===== config.mk =====
export PLATFORM = sky130hd
export DESIGN_NAME = rr_mux_select
export DESIGN_NICKNAME = d
export VERILOG_FILES = /design/src/rtl/rr_mux_select_pkg.sv /design/src/rtl/rr_mux_select_dwell_cnt.sv /design/src/rtl/rr_mux_select.sv
export SDC_FILE = /design/constraint.sdc
export NUM_CORES = 1
export LEC_CHECK = 0
export ABC_AREA = 1
export BUFFER_PORTS_ARGS = -buffer_cell sky130_fd_sc_hd__buf_2
export CAP_MARGIN = 20
export CELL_PAD_IN_SITES_DETAIL_PLACEMENT = 1
export CELL_PAD_IN_SITES_GLOBAL_PLACEMENT = 1
export CORE_AREA = 10 10 74 76
export CTS_CLUSTER_SIZE = 20
export DETAILED_ROUTE_END_ITERATION = 10
export DIE_AREA = 0 0 84 86
export HOLD_SLACK_MARGIN = 0.15
export MAX_ROUTING_LAYER = met4
export PLACE_DENSITY = 0.77
export RECOVER_POWER = 50
export SYNTH_ARGS = -nofsm -noshare
export SYNTH_HDL_FRONTEND = slang
export SYNTH_HIERARCHICAL = 1
export SYNTH_SLANG_ARGS = --single-unit

===== constraint.sdc =====
create_clock -name clk -period 1.86 [get_ports clk]
set_input_delay 0.279 -clock clk [delete_from_list [all_inputs] [get_ports clk]]
set_output_delay 0.279 -clock clk [all_outputs]
set_load 0.01 [all_outputs]

===== src/rtl/rr_mux_select_pkg.sv =====
// Shared widths, state encoding and helpers for the round-robin mux select sequencer.
package rr_mux_select_pkg;

  localparam int unsigned SEL_W = 2;
  localparam int unsigned N_IN  = 4;

  typedef enum logic [1:0] {
    ST_IDLE = 2'd0,
    ST_HOLD = 2'd1,
    ST_WAIT = 2'd2
  } state_e;

  // One-hot decode of a select index.
  function automatic logic [N_IN-1:0] sel_onehot(input logic [SEL_W-1:0] sel);
    return N_IN'(1) << sel;
  endfunction

endpackage


===== src/rtl/rr_mux_select_dwell_cnt.sv =====
// Dwell counter: loads a start value, counts down to zero and stops there.
module dwell_cnt #(
  parameter int unsigned CNT_W = 8
) (
  input  logic             clk,
  input  logic             rst,
  input  logic             load_i,
  input  logic             dec_i,
  input  logic [CNT_W-1:0] load_val_i,
  output logic             zero_c
);

  logic [CNT_W-1:0] cnt_q;
  logic [CNT_W-1:0] cnt_d;

  // Next count: load wins over decrement; never decrement past zero.
  always_comb begin
    cnt_d = cnt_q;
    if (load_i) begin
      cnt_d = load_val_i;
    end else if (dec_i && (cnt_q != '0)) begin
      cnt_d = cnt_q - CNT_W'(1);
    end
  end

  // Count register.
  always_ff @(posedge clk) begin
    if (rst) begin
      cnt_q <= '0;
    end else begin
      cnt_q <= cnt_d;
    end
  end

  assign zero_c = (cnt_q == '0);

endmodule


===== src/rtl/rr_mux_select.sv =====
// Round-robin select sequencer for a 4:1 mux: grants one requester, holds the
// select for a minimum dwell, releases on ack and rotates priority.
module rr_mux_select
  import rr_mux_select_pkg::*;
#(
  parameter int unsigned DWELL = 4,
  parameter int unsigned CNT_W = 8
) (
  input  logic             clk,
  input  logic             rst,
  input  logic             en,
  input  logic [N_IN-1:0]  req,
  input  logic             ack,
  output logic [SEL_W-1:0] s,
  output logic [N_IN-1:0]  grant,
  output logic             valid
);

  localparam logic [CNT_W-1:0] DWELL_M1 = CNT_W'(DWELL - 1);

  state_e           state_q, state_d;
  logic [SEL_W-1:0] ptr_q, ptr_d;
  logic [SEL_W-1:0] s_q, s_d;
  logic [N_IN-1:0]  grant_q, grant_d;
  logic             valid_q, valid_d;

  logic             cnt_load;
  logic             cnt_dec;
  logic             cnt_zero_c;

  logic             found_c;
  logic [SEL_W-1:0] idx_c;
  logic [SEL_W-1:0] cand;

  dwell_cnt #(
    .CNT_W (CNT_W)
  ) u_dwell_cnt (
    .clk        (clk),
    .rst        (rst),
    .load_i     (cnt_load),
    .dec_i      (cnt_dec),
    .load_val_i (DWELL_M1),
    .zero_c     (cnt_zero_c)
  );

  // Priority search starting just after the last-served index, wrapping mod 4.
  always_comb begin
    found_c = 1'b0;
    idx_c   = ptr_q;
    cand    = '0;
    for (int unsigned k = 1; k <= N_IN; k++) begin
      cand = ptr_q + SEL_W'(k);
      if (!found_c && req[cand]) begin
        found_c = 1'b1;
        idx_c   = cand;
      end
    end
  end

  // Next-state and output decode; release returns to IDLE with s held.
  always_comb begin
    state_d  = state_q;
    ptr_d    = ptr_q;
    s_d      = s_q;
    grant_d  = grant_q;
    valid_d  = valid_q;
    cnt_load = 1'b0;
    cnt_dec  = 1'b0;
    case (state_q)
      ST_IDLE: begin
        valid_d = 1'b0;
        grant_d = '0;
        if (en && found_c) begin
          s_d      = idx_c;
          grant_d  = sel_onehot(idx_c);
          valid_d  = 1'b1;
          cnt_load = 1'b1;
          state_d  = ST_HOLD;
        end
      end
      ST_HOLD: begin
        if (!cnt_zero_c) begin
          cnt_dec = 1'b1;
        end else if (ack) begin
          ptr_d   = s_q;
          valid_d = 1'b0;
          grant_d = '0;
          state_d = ST_IDLE;
        end else begin
          state_d = ST_WAIT;
        end
      end
      ST_WAIT: begin
        if (ack) begin
          ptr_d   = s_q;
          valid_d = 1'b0;
          grant_d = '0;
          state_d = ST_IDLE;
        end
      end
      default: begin
        valid_d = 1'b0;
        grant_d = '0;
        state_d = ST_IDLE;
      end
    endcase
  end

  // State, pointer and output registers; index 0 has first priority out of reset.
  always_ff @(posedge clk) begin
    if (rst) begin
      state_q <= ST_IDLE;
      ptr_q   <= SEL_W'(N_IN - 1);
      s_q     <= '0;
      grant_q <= '0;
      valid_q <= 1'b0;
    end else begin
      state_q <= state_d;
      ptr_q   <= ptr_d;
      s_q     <= s_d;
      grant_q <= grant_d;
      valid_q <= valid_d;
    end
  end

  assign s     = s_q;
  assign grant = grant_q;
  assign valid = valid_q;

endmodule


# Yosys cells after proc, flatten, opt, wreduce, memory -nomap -nowiden

Cells that the tools add are included.

Input port bits: 8
Flip-flop bits (word level): 19
Logic and storage cells: 75
Output and inout port bits: 7

Muxes and demuxes: 37
Eq/ne operators: 5
$add $sub $neg: 4
Order comparisons: 4
Reductions and logical operators: 17
Shift operators: 1

Operator list:

| operator            | count |
|---|---|
| $mux 2              | 12 |
| $mux 1              | 14 |
| $lt 2x3->1 const B  | 4 |
| $mux 4              | 3 |
| $pmux 4 s3          | 1 |
| $bmux 1 s2          | 4 |
| $logic_not 8->1     | 1 |
| $reduce_bool 8->1   | 1 |
| $sub 8x1->8 const B | 1 |
| $ne 2x2->1 const B  | 3 |
| $pmux 2 s3          | 1 |
| $logic_and 1x1->1   | 5 |
| $add 2x2->2 const B | 2 |
| $pmux 2 s2          | 1 |
| $reduce_and 2->1    | 2 |
| $reduce_bool 2->1   | 2 |
| $shl 1x2->4 const A | 1 |
| $logic_not 1->1     | 3 |
| $pmux 1 s3          | 1 |
| $reduce_and 3->1    | 1 |
| $add 2x1->2 const B | 1 |
| $eq 2x1->1 const B  | 1 |
| $eq 2x2->1 const B  | 1 |
| $logic_not 2->1     | 1 |
| $reduce_or 2->1     | 1 |

# Logic depth before layout (Yosys ltp)

Gate-level depths: netlist of run 1.

Word-level depth: 17
Mapped depth: 16
Mapped depth without buffers: 14

# Hierarchy

Netlist of run 1, hierarchy kept.

By module, submodules not included:

| module        | area an instance (um^2) | sequential area each (um^2) | cells an instance | instances |
|---|---|---|---|---|
| rr_mux_select | 835.8                   | 220.2                       | 128               | 1 |
| dwell_cnt     | 591.8                   | 160.2                       | 101               | 1 |

# Least setup slack after synthesis of run 1

OpenSTA, ideal clock, no wires.

Kind: flip-flop to flip-flop
From: reg ptr_q[0]
To: reg u_dwell_cnt.cnt_q[1]
Slack: -0.057 ns
Period minus slack after synthesis: 1.917 ns
Buffers on the path: 2
Required time: 1.747 ns
Cell stages (with the launch flop): 17
Arrival: 1.804 ns
Library setup time: 0.113 ns
Cell sequence: dfxtp_1 -> buf_6 -> inv_8 -> nand2_1 -> nand2_4 -> nand2_4 -> nand2_4 -> nor2_4 -> nand3_1 -> nand3_2 -> inv_2 -> clkbuf_1 -> inv_2 -> nand2_4 -> clkinv_2 -> nor2_1 -> nor2_1

Word-level cells in the longest chain between the ends: 17
Elaborated cells on any way between the ends: 26
Those cells by class: add/sub: 3; mux: 15; reduce/logical: 8

RTL lines:

| what                                               | line                          | text |
|---|---|---|
| start: declaration                                 | rr_mux_select.sv:22           | `logic [SEL_W-1:0] ptr_q, ptr_d;` |
| start signal: assignment                           | rr_mux_select.sv:113          | `ptr_q <= SEL_W'(N_IN - 1);` |
| start signal: assignment                           | rr_mux_select.sv:119          | `ptr_q <= ptr_d;` |
| $add 2x1->2                                        | rr_mux_select.sv:52           | `cand = ptr_q + SEL_W'(k);` |
| $bmux 1 s2                                         | rr_mux_select.sv:53           | `if (!found_c && req[cand]) begin` |
| $mux 1 (implied by the code)                       | rr_mux_select.sv:53           |  |
| $mux 1                                             | rr_mux_select.sv:53           |  |
| $logic_not 1->1                                    | rr_mux_select.sv:53           |  |
| $logic_and 1x1->1                                  | rr_mux_select.sv:53           |  |
| $mux 1                                             | rr_mux_select.sv:53           |  |
| $logic_not 1->1                                    | rr_mux_select.sv:53           |  |
| [2 not listed]                                     | n/a                           |  |
| $logic_not 1->1                                    | rr_mux_select.sv:53           |  |
| $logic_and 1x1->1                                  | rr_mux_select.sv:53           |  |
| $mux 1 (*)                                         | rr_mux_select.sv:53           |  |
| $logic_and 1x1->1 (*)                              | rr_mux_select.sv:73           | `if (en && found_c) begin` |
| $mux 1 (*)                                         | rr_mux_select.sv:73           |  |
| $mux 1 (*)                                         | rr_mux_select.sv:69           | `case (state_q)` |
| via cnt_load                                       | rr_mux_select.sv:27           | `logic cnt_load;` |
| $mux 2 / $reduce_bool 2->1 (equally long branches) | n/a                           |  |
| end signal: assignment                             | rr_mux_select_dwell_cnt.sv:31 | `cnt_q <= cnt_d;` |
| end: declaration                                   | rr_mux_select_dwell_cnt.sv:13 | `logic [CNT_W-1:0] cnt_q;` |

Mark *: on every way through the listed nets, which the timed path passes. The rest lies on a longest branch. The select of a mux whose other input is x is not followed.
A chain may end at the register's enable or synchronous reset.

# Worst setup path in the final report of run 1

Same ends and word-level chain as after synthesis.

==> qor.yml, run 1 <==
wl_per_cell_um: 12.4
synth.distinct_cells: 28
min_period_over_period_pct: 92.8
fin_skew_ns: 0.00184
hold_depth: 4
required_ns: 2.03
rsz0062_at_grt: "no"
avgViaCountPerCell: 4.74
hold_class: "in -> reg"
dp_cells: 305
grt_usage_pct: 11.7
clk_path_buf_depth: 2
yosysSeqAreaShare_pct: 26.6
cts_tree: "done"
cap_violations: 0
fin_setup_tns_ns: 0
dieHeight_um: 86
yosys-top-cells-count: "nand2_1, inv_1, nand3_1"
clkSinkCount: 19
use_met3_pct: 1.70
pre_cts_slack_ns: 0.0355
ys_top_cells_by_area: "dfxtp_1, nand2_1, nand3_1"
switching_share_pct: 48.2
synth-warning-count: 6
start_util_pct: 35.9
p_leak_nw: 0.841
rows: 23
reg2regPathDepth: 15
synthMostInstantiatedCell: "nand2_1"
met2_usage_pct: 20.6
dieArea_um2: 7220
power_mw: 2.17
drc_errors: 0
sequentialPowerShare_pct: 26.5
numCtsBuffers: 3
power.density_nw_per_um2: 1270
diodes: 0
outcome: "completed"
setup_violations: 0
core_um2: 3970
period_needed_ns: 1.73
p_switching_mw: 1.05
busiest_layer: "met2"
p_clk_share_pct: 14.5
port_buffers: 14
cts.root.buffer_cell: "clkbuf_8"
pwr-share-comb_pct: 59.0
async_flop_share_pct: 0
path_class: "reg -> reg"
first_global_vias: 1522
use_met1_pct: 12.9
stdcell_area_um2: 1720
hold_viol: 0
synth-seq-cells: 19
gr-total-overflow: 0
hpwl_mm: 3.08
antenna_found_initial: 0
finalWorstSetupSlack_ns: 0.135
fill_cells: 561
synth.avg_cell_area_um2: 6.23
gp_congestion: 0.835
antenna_left: 0
htreeDepth: 1
grt_max_degree: 14
internal_power_mw: 1.13
syn_area_um2: 1430
hold-worst-slack_ns: 0.347
path_clk_slew_ns: 0.08
vias: 1470
drtIter0Drc: 35
max_freq_ghz: 0.580
synth_flop_cell: "dfxtp_1"
endpoint_kind: "flip-flop"
vdd_drop_max_v: 0.000502
worstPathMaxFanout: 10
synthCells: 229
maxSlewViolCount: 0
cp.arrival_ns: 1.90
routed_wl_mm: 3.86
holdBufCountCts: 0
nets: 274
cp-start-kind: "flip-flop"
clk_latency_ns: 0.27
yosys.area.top_type_share_pct: 26.6
ios: 15
detail_route.first_pass.iterations: 4
dpl_cell_area_um2: 1630
grt_first_pass_wirelength_mm: 6.93
synth_edf_count: 0
dieWidth_um: 84
fin_util_pct: 43.2
syn_to_final_growth_pct: 20.2
layout-drive-gt1-share_pct: 20.4
synth.largest_area_cell: "dfxtp_1"
final_cell_count_no_fill: 310
## cell usage in the layout, fill, tap and decap left out
cell	Yosys	layout
nand2_1	74	74
inv_1	24	24
nand3_1	24	22
nor2_1	17	17
dfxtp_1	19	17
a21oi_1	12	12
nand2_2	10	10
buf_4	0	9
conb_1	2	8
o21ai_0	10	7
buf_2	0	7
clkbuf_1	1	7
nand2_4	6	5
ha_1	5	5
o21ai_1	1	3
clkinv_2	2	3
clkbuf_8	0	3
inv_8	1	2
inv_2	4	2
nor2_4	2	2
nand3_2	1	2
o21bai_1	2	2
xor2_1	2	2
o211ai_1	2	2
dfxtp_2	0	2
nand4_1	2	2
nand3_4	0	1
inv_4	0	1
or2_1	1	1
buf_6	1	1
nor2_2	1	1
nand2_8	0	1
nor3_1	1	1
xnor2_1	1	1
o21ai_2	0	1
## cells by family (layout without fill, tap and decap cells)
logic type	count (synthesis)	after routing	synth area share (%)
compound gates	27	27	10.2
xor+xnor	3	3	1.84
fa+ha+maj	5	5	4.38
buf+inv	34	59	10.6
flops	19	19	26.6
other cells	2	8	0.526
simple gates	139	139	45.8
## cell type report
class | instances | area, µm² | share of cell area [%]
clock buffers | 3 | 41.3 | 2.41
clock inverters | 1 | 5.00 | 0.292
repair buffers | 24 | 140 | 8.16
inverters | 31 | 136 | 7.94
well taps | 50 | 62.6 | 3.64
flip-flops and latches | 19 | 383 | 22.3
multi-input cells | 182 | 948 | 55.2
## final timing paths
path	to	slack (ns)	from
max	u_dwell_cnt/cnt_q[1]	0.13	ptr_q[0]
min	state_q[1]	0.35	ack
max reg2reg	u_dwell_cnt/cnt_q[1]	0.13	ptr_q[0]
min reg2reg	grant[0]	0.47	grant[0]
## repair_timing
action                     CTS  global route
setup endpoints to repair    0            13
resized for setup            0            16
setup buffers                0             1
## sequential cells by signal (all words and copies together), names as in the netlist
| name | flops |
|---|---|
| u_dwell_cnt/cnt_q | 8 |
| valid | 1 |
| grant | 4 |
| s | 2 |
| ptr_q | 2 |
| state_q | 2 |
## worst max-delay path: stages (launching register included)
cell,delay (ns)
dfxtp_2,0.33
buf_4,0.13
inv_8,0.05
nand2_1,0.06
nand2_2,0.09
nand2_4,0.09
nand2_4,0.07
nor2_4,0.12
nand3_2,0.10
nand3_4,0.09
inv_4,0.06
buf_6,0.14
nand2_1,0.05
o21ai_0,0.07
nor2_1,0.11
nor2_1,0.05
## power groups by stage
stage | Sequential (mW) | Combinational [mW] | Clock, mW
2_1_floorplan | 0.580 | 0.884 | 0
3_3_place_gp | 0.581 | 1.20 | 0
3_5_place_dp | 0.584 | 1.22 | 0
4_1_cts | 0.575 | 1.23 | 0.330
5_1_grt | 0.592 | 1.46 | 0.344
6_report | 0.576 | 1.28 | 0.314
## per-layer routing
layer	wire length, µm	up-vias
met3	61	5
li1	-	769
met1	1800	677
met4	41	0
met5	0	-
met2	1950	19
(Power assumes the default switching activity.)
==> run 2, diff against run 1 <==
ABC_AREA = not set   (was 1)
CORE_AREA = 10 10 50 91   (was 10 10 74 76)
CTS_CLUSTER_SIZE = 24   (was 20)
DIE_AREA = 0 0 60 101   (was 0 0 84 86)
PLACE_DENSITY = 0.76   (was 0.77)
==> run 2 against run 1 <==
Against the previous run:
- the flow now finishes with violations (setup timing)
- area after synthesis shrank 20%
- first-iteration DRC count shrank 43%
- cell count shrank 33%
- sequential cell count is the same
- setup slack lost 0.22 ns
- sequential power shrank 12%
- wire length grew 6.0%
- register-to-register slack lost 0.22 ns
- total power shrank 25%
- die area shrank 16%
- critical path depth shrank 9
==> qor.yml, run 2 <==
dieWidth_um: 60
power.density_nw_per_um2: 957
clk_path_buf_depth: 2
layout-drive-gt1-share_pct: 44.1
layout.area.seq_um2: 384
core_um2: 3120
cts_tree: "done"
max_freq_ghz: 0.514
vdd_drop_max_v: 0.000621
dieHeight_um: 101
ys_top_cells_by_area: "dfxtp_1, ha_1, inv_1"
yosysSeqAreaShare_pct: 33.2
syn_to_final_growth_pct: 47.7
path_clk_slew_ns: 0.08
drc_errors: 0
hold_viol: 0
first_global_vias: 1394
maxSlewViolCount: 0
fin_setup_tns_ns: -0.614
p_leak_nw: 0.665
fin_util_pct: 54.3
dieArea_um2: 6060
numCtsBuffers: 3
gr-total-overflow: 0
async_flop_share_pct: 0
cp-start-kind: "flip-flop"
worstPathMaxFanout: 8
dpl_cell_area_um2: 1480
synth-warning-count: 6
mostFrequentLayoutCell: "buf_4"
diodes: 0
clkSinkCount: 19
multiInputGateArea_um2: 911
start_util_pct: 36.7
detail_route.first_pass.iterations: 4
antenna_found_initial: 0
antenna_left: 0
grt_first_pass_wirelength_mm: 6.48
synth.largest_area_cell: "dfxtp_1"
tightest_slew_ns: 0.556
relSlewSlack_pct: 62.5
hpwl_mm: 2.95
endpoint_kind: "flip-flop"
hold_class: "in -> reg"
grt_max_degree: 20
regMostFlops: "u_dwell_cnt/cnt_q"
yosys-top-cells-count: "dfxtp_1, inv_1, nor2_1"
synth.distinct_cells: 43
port_buffers: 14
worstReg2RegStart: "u_dwell_cnt/cnt_q[2]"
cp.arrival_ns: 2.12
cts.root.buffer_cell: "clkbuf_8"
avgViaCountPerCell: 5.84
dp_cells: 202
setup_violations: 11
outcome: "complete, but fails checks"
final_cell_count_no_fill: 208
hold-worst-slack_ns: 0.300
rsz0062_at_grt: "yes"
cap_violations: 0
fill_cells: 382
vias: 1214
most-common-layout-cells: "buf_4, dfxtp_1, nor2_1"
violations: "setup timing"
syn_area_um2: 1150
rows: 29
required_ns: 2.04
synth.avg_cell_area_um2: 8.68
finalWorstSetupSlack_ns: -0.0864
synth_edf_count: 0
synth_flop_cell: "dfxtp_1"
path_class: "reg -> reg"
gp_congestion: 0.809
holdBufCountCts: 0
grt_usage_pct: 14.3
crit_start: "u_dwell_cnt/cnt_q[2]"
synth-seq-cells: 19
period_needed_ns: 1.95
routed_wl_mm: 4.09
synthMostInstantiatedCell: "dfxtp_1"
nets: 191
worstHoldStart: "en"
clk_latency_ns: 0.26
min_period_over_period_pct: 105
htreeDepth: 1
stdcell_area_um2: 1690
synthCells: 132
ios: 15
largest_register_ffs: 8
yosys.area.top_type_share_pct: 33.2
fin_skew_ns: 0.00649
drtIter0Drc: 20
wl_per_cell_um: 19.7
## run 2: cell count changes after synthesis, moves of 4 or more
cell | before | now
a21oi_1 | 12 | 8
nand2_1 | 74 | 6
inv_2 | 4 | 0
nand3_1 | 24 | 2
inv_1 | 24 | 11
nand2b_1 | 0 | 4
nand2_2 | 10 | 0
nor2_1 | 17 | 11
nand2_4 | 6 | 0
o32ai_1 | 0 | 4
## run 2: stage by stage
stage | power, mW | worst slack (ns)
after global placement | 1.13 | -0.0227
after floorplan | 0.912 | -0.0181
final | 1.62 | -0.0864
after detailed placement | 1.17 | -0.154
after global routing | 1.69 | -0.172
after CTS | 1.55 | -0.104
## run 2: final timing paths
kind | endpoint | slack [ns] | cells after the start
max | u_dwell_cnt/cnt_q[5] | -0.09 | 6
min | state_q[0] | 0.30 | 3
max reg2reg | u_dwell_cnt/cnt_q[5] | -0.09 | 6
min reg2reg | s[1] | 0.51 | 2
## run 2: critical path, stage by stage, from the launching register on
cell      delay [ns]
dfxtp_2         0.33
or4_4           0.56
buf_6           0.16
o41ai_4         0.30
buf_6           0.19
o31ai_1         0.08
a311oi_1        0.25
## run 2: final cells by class
cell class | instances | area share (%)
clock buffer | 3 | 2.44
clock inverter | 1 | 0.296
inverter | 12 | 2.81
multi-input combinational | 103 | 53.8
sequential | 19 | 22.7
tap | 31 | 2.29
timing repair buffer | 39 | 15.7
## run 2: kinds of logic after synthesis
logic type,Yosys count,share of synthesized area [%]
compound gates,39,25.9
buf+inv,16,5.89
xor+xnor,3,2.29
simple gates,46,24.9
fa+ha+maj,5,5.46
mux,2,1.75
flops,19,33.2
other cells,2,0.655
## run 2: what timing repair did
action | CTS | global route
setup buffers | 2 | 1
setup endpoints to repair | 15 | 17
gates resized for setup | 21 | 12
pin swaps | 4 | 7
## run 2: power by group
| group | total [mW] | leakage [nW] | internal [mW] | switching [mW] |
|---|---|---|---|---|
| logic | 0.813 | 0.483 | 0.383 | 0.430 |
| registers | 0.509 | 0.157 | 0.463 | 0.0457 |
| clock network | 0.299 | 0.0255 | 0.149 | 0.149 |
| total | 1.62 | 0.665 | 0.995 | 0.625 |
## run 2: metal layers
layer,routed length [µm],vias up,share of wire [%],track usage (%)
met5,0,-,0,-
met4,167,0,4.1,9.55
met3,61,17,1.5,1.89
met2,2450,31,60,26.9
met1,1410,597,35,11.8
li1,-,569,-,-
